===== src/rtl/regfile_write_arbiter.sv =====
// ---------------------------------------------------------------------------
// regfile_write_arbiter
//
// Shares the single register-file write port among NUM_REQ writeback
// sources (ALU, load unit, multi-cycle unit, ...). Round-robin arbitration
// with a valid/ready handshake per source. A transfer is ReqValid & ReqReady.
// Accepted writes appear one cycle later on registered write-port outputs.
//
// Parameters:
//   NUM_REQ  number of requesters, 2..8
//   IDW      width of GrantId, 2**IDW >= NUM_REQ
//
// Ports:
//   Clock      in   rising-edge clock
//   Clear_n    in   asynchronous reset, active low
//   Hold       in   pipeline stall, grants nothing while high
//   ReqValid   in   [NUM_REQ]     per-source write pending
//   ReqReg     in   [5*NUM_REQ]   per-source destination register
//   ReqData    in   [32*NUM_REQ]  per-source write data
//   ReqReady   out  [NUM_REQ]     combinational grant
//   RegWrite   out  registered write enable
//   WriteReg   out  registered destination register
//   WriteData  out  registered write data
//   GrantId    out  index of the source behind the current RegWrite
//
// Optional feature (macro ZERO_DROP_EN):
//   When defined, requests to r0 are acknowledged at once (even while Hold
//   is high) and silently dropped. They never use the write-port slot and
//   take no part in the round-robin scan. When undefined, r0 writes
//   arbitrate normally and reach the register file, which ignores them.
// ---------------------------------------------------------------------------
module regfile_write_arbiter #(
    parameter int NUM_REQ = 3,
    parameter int IDW     = 2
) (
    input  logic                  Clock,
    input  logic                  Clear_n,
    input  logic                  Hold,
    input  logic [NUM_REQ-1:0]    ReqValid,
    input  logic [5*NUM_REQ-1:0]  ReqReg,
    input  logic [32*NUM_REQ-1:0] ReqData,
    output logic [NUM_REQ-1:0]    ReqReady,
    output logic                  RegWrite,
    output logic [4:0]            WriteReg,
    output logic [31:0]           WriteData,
    output logic [IDW-1:0]        GrantId
);

    // Index base+off reduced modulo NUM_REQ; both arguments are below NUM_REQ
    // so a single conditional subtract is enough.
    function automatic logic [IDW-1:0] wrap_idx(input int base, input int off);
        int sum;
        sum = base + off;
        if (sum >= NUM_REQ) begin
            sum = sum - NUM_REQ;
        end else begin
            sum = sum;
        end
        return sum[IDW-1:0];
    endfunction

    logic [IDW-1:0]     ptr_q;
    logic [IDW-1:0]     ptr_d;
    logic               regwrite_q;
    logic               regwrite_d;
    logic [4:0]         writereg_q;
    logic [4:0]         writereg_d;
    logic [31:0]        writedata_q;
    logic [31:0]        writedata_d;
    logic [IDW-1:0]     grant_id_q;
    logic [IDW-1:0]     grant_id_d;

    logic [NUM_REQ-1:0] zero_s;
    logic [NUM_REQ-1:0] elig_s;
    logic               grant_found_s;
    logic [IDW-1:0]     grant_idx_s;
    logic               xfer_s;
    logic [NUM_REQ-1:0] ready_s;

    // Sources whose request is absorbed without touching the write port.
    always_comb begin
        zero_s = '0;
`ifdef ZERO_DROP_EN
        for (int i = 0; i < NUM_REQ; i++) begin
            zero_s[i] = ReqValid[i] && (ReqReg[5*i +: 5] == 5'd0);
        end
`endif
        elig_s = ReqValid & ~zero_s;
    end

    // Round-robin scan starting at ptr_q; first eligible source wins.
    always_comb begin : rr_scan
        logic [IDW-1:0] cand;
        grant_found_s = 1'b0;
        grant_idx_s   = '0;
        cand          = '0;
        for (int k = 0; k < NUM_REQ; k++) begin
            cand = wrap_idx(int'(ptr_q), k);
            if (!grant_found_s && elig_s[cand]) begin
                grant_found_s = 1'b1;
                grant_idx_s   = cand;
            end else begin
                grant_found_s = grant_found_s;
            end
        end
    end

    // Combinational ready: round-robin winner unless stalled, plus any
    // absorbed r0 requests; nothing is acknowledged while in reset.
    always_comb begin
        ready_s = '0;
        xfer_s  = grant_found_s && !Hold;
        if (xfer_s) begin
            ready_s[grant_idx_s] = 1'b1;
        end else begin
            ready_s = '0;
        end
        if (Clear_n) begin
            ready_s = ready_s | zero_s;
        end else begin
            ready_s = '0;
        end
    end

    assign ReqReady = ready_s;

    // Next state of the write-port register and the priority pointer.
    always_comb begin
        regwrite_d  = xfer_s;
        writereg_d  = writereg_q;
        writedata_d = writedata_q;
        grant_id_d  = grant_id_q;
        ptr_d       = ptr_q;
        if (xfer_s) begin
            writereg_d  = ReqReg[int'(grant_idx_s)*5 +: 5];
            writedata_d = ReqData[int'(grant_idx_s)*32 +: 32];
            grant_id_d  = grant_idx_s;
            ptr_d       = wrap_idx(int'(grant_idx_s), 1);
        end else begin
            ptr_d       = ptr_q;
        end
    end

    // Write-port output register and round-robin pointer.
    always_ff @(posedge Clock or negedge Clear_n) begin
        if (!Clear_n) begin
            ptr_q       <= '0;
            regwrite_q  <= 1'b0;
            writereg_q  <= 5'd0;
            writedata_q <= 32'd0;
            grant_id_q  <= '0;
        end else begin
            ptr_q       <= ptr_d;
            regwrite_q  <= regwrite_d;
            writereg_q  <= writereg_d;
            writedata_q <= writedata_d;
            grant_id_q  <= grant_id_d;
        end
    end

    assign RegWrite  = regwrite_q;
    assign WriteReg  = writereg_q;
    assign WriteData = writedata_q;
    assign GrantId   = grant_id_q;

endmodule

===== config.mk =====
export PLATFORM = sky130hd
export DESIGN_NAME = regfile_write_arbiter
export DESIGN_NICKNAME = d
export VERILOG_FILES = /design/src/rtl/regfile_write_arbiter.sv
export SDC_FILE = /design/constraint.sdc
export NUM_CORES = 1
export LEC_CHECK = 0
export BUFFER_PORTS_ARGS = -buffer_cell sky130_fd_sc_hd__buf_2
export CAP_MARGIN = 20
export CORE_MARGIN = 1
export CORE_UTILIZATION = 48
export CTS_CLUSTER_SIZE = 16
export DETAILED_ROUTE_END_ITERATION = 10
export GPL_ROUTABILITY_DRIVEN = 1
export PLACE_DENSITY = 0.82
export REMOVE_ABC_BUFFERS = 1
export SLEW_MARGIN = 10
export SYNTH_ARGS = -nofsm -noshare
export SYNTH_HDL_FRONTEND = slang
export SYNTH_SLANG_ARGS = --single-unit
export TNS_END_PERCENT = 100

===== constraint.sdc =====
create_clock -name Clock -period 3.36 [get_ports Clock]
set_clock_uncertainty 0.15 [all_clocks]
set_input_delay 0.672 -clock Clock [delete_from_list [all_inputs] [get_ports Clock]]
set_output_delay 0.672 -clock Clock [all_outputs]
set_load 0.01 [all_outputs]

## After elaboration in Yosys (flattened, before gate mapping)

Index checks and enable logic that the tools add are counted.

| storage, ports and cells | value |
|---|---|
| memory bits (writable) | 0 |
| bits in latches | 0 |
| register bits | 42 |
| bits in read-only memories | 0 |
| memories | 0 |

| operators by class | value |
|---|---|
| div/mod/pow operators | 0 |
| add/subtract/negate cells | 7 |
| eq/ne operators | 0 |
| bitwise gates (word level) | 0 |
| multipliers | 1 |
| order comparisons | 9 |
| shift operators | 2 |
| multiplexer cells | 20 |
| reduce and logical (&&, ||, !) cells | 7 |

Operator list:

| operator | number |
|---|---|
| variable part select 96 x 8 -> 32 bit | 1 |
| variable part select 15 x 6 -> 5 bit | 1 |
| 2-to-1 mux 2 bit | 7 |
| < comparator 2 x 3 -> 1 bit (second input constant) | 4 |
| greater-or-equal comparator 3 x 2 -> 1 bit (second input constant) | 3 |
| subtractor 2 bit (second input constant) | 4 |
| 2-to-1 mux 1 bit | 7 |
| adder 2 x 1 -> 3 bit (second input constant) | 2 |
| binary-select mux 1 bit (select 2 bit) | 3 |
| 2-to-1 mux 3 bit | 2 |
| multiplier 2 x 3 -> 5 bit (second input constant) | 1 |
| logical AND 1 bit | 4 |
| adder 2 x 2 -> 3 bit (second input constant) | 1 |
| zero test 1 bit | 3 |
| demux 1 bit (select 2 bit) | 1 |
| greater-or-equal comparator 2 x 1 -> 1 bit (second input constant) | 1 |
| greater-or-equal comparator 2 bit (second input constant) | 1 |

## Longest topological paths before layout

| logic depth | value |
|---|---|
| depth in word-level cells | 17 |
| mapped depth | 12 |
| mapped depth without buffers | 9 |

## Worst setup path before layout

No wires, ideal clock.

| timing | value |
|---|---|
| path type | flip-flop to output port |
| start | register ptr_q[0] |
| end | output port ReqReady[2] |
| arrival | 2331 ps |
| cell stages (with the launch flop) | 11 |
| buffers on the path | 2 |
| path slack | 207 ps |
| path through | dfrtp_1 inv_1 ha_1 mux2i_1 o22ai_1 clkbuf_1 or3_4 buf_6 o211a_1 ha_1 and3_1 |

| between the ends | value |
|---|---|
| longest elaborated chain between the ends | 17 |

Ends and longest elaborated chain:

| item | RTL line | text |
|---|---|---|
| start: declaration | 62 | `logic [IDW-1:0] ptr_q;` |
| start signal: assignment | 153 | `ptr_q <= ptr_d;` |
| parallel branches: the longest is 15 deep, another holds adder 2 x 1 -> 3 bit | n/a |  |
| 2-to-1 mux 3 bit * | 113 | `if (xfer_s) begin` |
| 2-to-1 mux 3 bit * | 118 | `if (Clear_n) begin` |
| end: declaration | 42 | `output logic [NUM_REQ-1:0] ReqReady,` |

Mark *: on every way between the ends. The select of a mux whose other input is x is not followed.

## Worst setup path in the final report

| timing | value |
|---|---|
| start | register ptr_q[1] |
| end | output port ReqReady[2] |

The elaborated chain is that of the path after synthesis.

==> flow_summary.json <==
{
  "status": "finished with violations",
  "violations": "negative setup slack",
  "synth_area_mm2": 0.00343,
  "overflow": 0,
  "hold_class": "input pin to async pin",
  "drt-met1-wl_um": 4530,
  "post-route-period-util_pct": 100,
  "grt_max_degree": 41,
  "max_freq_mhz": 298,
  "drive_gt1_share_pct": 36.7,
  "syn_inst": 438,
  "gp_congestion": 0.852,
  "grt_first_pass_wirelength_um": 18200,
  "wl_met2_um": 5510,
  "diodes": 0,
  "vias": 4133,
  "netlist.area_leader.share_pct": 30.6,
  "top_layer": "met4",
  "synthXorXnorAreaFrac_pct": 0,
  "drv_slew": 0,
  "critPathKind": "register to primary output",
  "power_leakage_nw": 2.26,
  "drt-vias-per-instance": 6.16,
  "hold_viol_final": 0,
  "synth-async-reset-ratio_pct": 100,
  "dr_wl_met3_um": 973,
  "arrival_ns": 2.54,
  "die-area_mm2": 0.00750,
  "rows": 30,
  "cts.clk_slew.worst_paths_ns": 0.09,
  "syn_avg_cell_area_um2": 7.84,
  "track_usage_pct": 30.2,
  "critPathMaxFanout": 7,
  "htreeDepth": 2,
  "clock_latency_ns": 0.29,
  "clockBufferDepth": 2,
  "slew_headroom_pct": 60.9,
  "finalSetupViolations": 1,
  "drcViolationCount": 0,
  "pwr-share-comb_pct": 69.9,
  "fin_ws_ns": -0.00000222,
  "endpoint_kind": "primary output",
  "root_buffer": "clkbuf_8",
  "cp-start-kind": "register",
  "cts_buffers": 5,
  "p_per_area_mw_per_mm2": 967,
  "critical_path_required_ns": 2.54,
  "p_clk_share_pct": 9.5,
  "first_pass_iters": 5,
  "dr.first_iter.drc_count": 290,
  "syn_to_final_growth_pct": 31.0,
  "synth_top_family_by_area": "compound AO/OA/AOI/OAI gates",
  "drv_cap": 0,
  "peakVddDrop_mv": 0.778,
  "core_mm2": 0.00687,
  "finish.net_count": 696,
  "ys_warn_count": 0,
  "rsz0062_at_grt": "yes",
  "start_util_pct": 50.0,
  "synth_compound_area_share_pct": 32.8,
  "power_mw": 4.35,
  "io-pin-count": 160,
  "p_int_mw": 2.21,
  "portBuffers": 159,
  "synth_seq_cells": 42,
  "synthSimpleGateAreaFrac_pct": 22.5,
  "switching_power_mw": 2.13,
  "synth_edf_count": 0,
  "power_switching_share_pct": 49.1,
  "synth.area.top_cells": "dfrtp_1 31%, nand2_1 13%, a2111oi_0 9.4%, o221ai_1 9.4%, and3_1 6.9%",
  "synthMuxAreaShare_pct": 1.17,
  "clkSinkCount": 42,
  "synth_fa_ha_area_share_pct": 1.82,
  "grt_pass1_vias": 3866,
  "antenna_found_initial": 0,
  "totalWireLength_um": 11200,
  "die_h_um": 86.6,
  "ant_nets": 0,
  "dp_hpwl_um": 7740,
  "finalSetupTns_ns": -0.00000222,
  "synth_ff_type": "dfrtp_1",
  "ys_types": 30,
  "yosysSeqAreaShare_pct": 30.6,
  "die_w_um": 86.6,
  "yosys.area.top_type": "dfrtp_1",
  "wl_per_cell_um": 16.7,
  "cts_tree": "done",
  "worst_slew_pin_slew_ns": 0.587,
  "period_needed_ns": 3.36,
  "power_frac_seq_pct": 20.6
}
through the flow:
| stage | instances | utilization [%] | worst slack [ns] | hold slack (ns) | area (um2) |
|---|---|---|---|---|---|
| CTS | 670 | 65.0 | 0.0138 | 0.227 | 4460 |
| detailed placement | 660 | 62.5 | 0.147 | 0.317 | 4300 |
| global placement | 660 | 62.5 | 0.273 | 0.307 | 4300 |
| finish | 671 | 65.5 | -0.00000222 | 0.214 | 4500 |
| global route | 671 | 65.5 | -0.0752 | 0.256 | 4500 |
| floorplan | 388 | - | -1.94 | 0.226 | 3220 |
per-layer routing:
metal  global-route usage [%]  up-vias
li1                         -     1910
met1                     38.9     1964
met2                     50.1      235
met3                     6.48       24
met4                     10.8        0
met5                        0        -
worst max-delay path, cell delays in order (launching register included):
cell     delay, ns
dfrtp_1       0.44
ha_4          0.33
mux2i_2       0.24
o22ai_2       0.11
or3_4         0.42
o211a_4       0.28
ha_4          0.16
and3_4        0.14
buf_6         0.11
power groups by stage:
stage	logic [mW]	registers, mW	clock network, mW
6_report	3.04	0.895	0.412
5_1_grt	3.35	0.919	0.434
4_1_cts	2.97	0.893	0.422
3_5_place_dp	2.87	0.900	0
3_3_place_gp	2.79	0.890	0
2_1_floorplan	1.74	1.00	0
cells in the mapped netlist (2+ instances only):
cell,count
o21ai_0,2
o22ai_1,2
nand2_1,119
buf_2,8
ha_1,5
mux2i_1,4
a221oi_2,10
nor2_1,3
and3_1,38
a21oi_1,2
a2111oi_0,37
and4b_1,2
buf_6,2
clkbuf_1,34
inv_1,44
a221oi_1,27
o22a_1,2
dfrtp_1,42
o221ai_1,37
nand2b_1,4
buf_1,5
logic make-up (layout without fill, tap and decap cells):
family / count (synthesis) / in the layout
buf+inv: 94 / 231
flops: 42 / 42
mux: 4 / 4
fa+ha+maj: 5 / 5
compound gates: 123 / 123
simple gates: 170 / 170
final cells by class:
type	count	area (um2)
Clock inverter	1	30.0
Sequential cell	42	1050
Timing Repair Buffer	179	956
Multi-Input combinational cell	302	2100
Clock buffer	7	76.3
Tap cell	96	120
Fill cell	597	2370
Inverter	44	165
cells in the final DEF, fill, tap and decap left out, types with 2 or more instances in the layout:
master / synthesis / final
inv_1: 44 / 41
o22a_1: 2 / 2
a221oi_1: 27 / 27
nand2_1: 119 / 118
and3_1: 38 / 37
nor2_1: 3 / 3
o221ai_1: 37 / 37
a221oi_2: 10 / 10
buf_6: 2 / 2
ha_4: 0 / 3
nand2b_1: 4 / 4
inv_2: 0 / 3
buf_4: 1 / 19
mux2i_1: 4 / 2
clkbuf_1: 34 / 2
and4b_1: 2 / 2
a21oi_1: 2 / 2
a2111oi_0: 37 / 37
ha_1: 5 / 2
dfrtp_1: 42 / 42
clkbuf_8: 0 / 5
buf_2: 8 / 158
registers in the layout, summed over array words and instances (netlist names):
| name | count |
|---|---|
| GrantId | 2 |
| RegWrite | 1 |
| WriteData | 32 |
| WriteReg | 5 |
| ptr_q | 2 |
repair_timing:
action / 4_1_cts / 5_1_grt
gates resized for setup: 8 / 7
pin swaps: 1 / 4
hold endpoints to repair: 0 / 0
hold buffers: 0 / 0
buffers inserted: 2 / 1
endpoints found under the setup margin: 3 / 3
worst paths after layout:
path                                         from                         to  slack, ns  depth (start not counted)
hold / removal                            Clear_n   WriteData[2]$_DFFE_PN0N_       0.21                          1
setup / recovery             ptr_q[1]$_DFFE_PN0N_                ReqReady[2]  -0.000002                          8
min in group Clock         GrantId[1]$_DFFE_PN0N_     GrantId[1]$_DFFE_PN0N_       0.33                          2
max in group asynchronous                 Clear_n   WriteData[1]$_DFFE_PN0N_       2.11                          2
hold reg to reg            GrantId[1]$_DFFE_PN0N_     GrantId[1]$_DFFE_PN0N_       0.33                          2
setup reg to reg             ptr_q[1]$_DFFE_PN0N_  WriteData[30]$_DFFE_PN0N_       0.53                          8
Power figures use the tool's default switching activity.
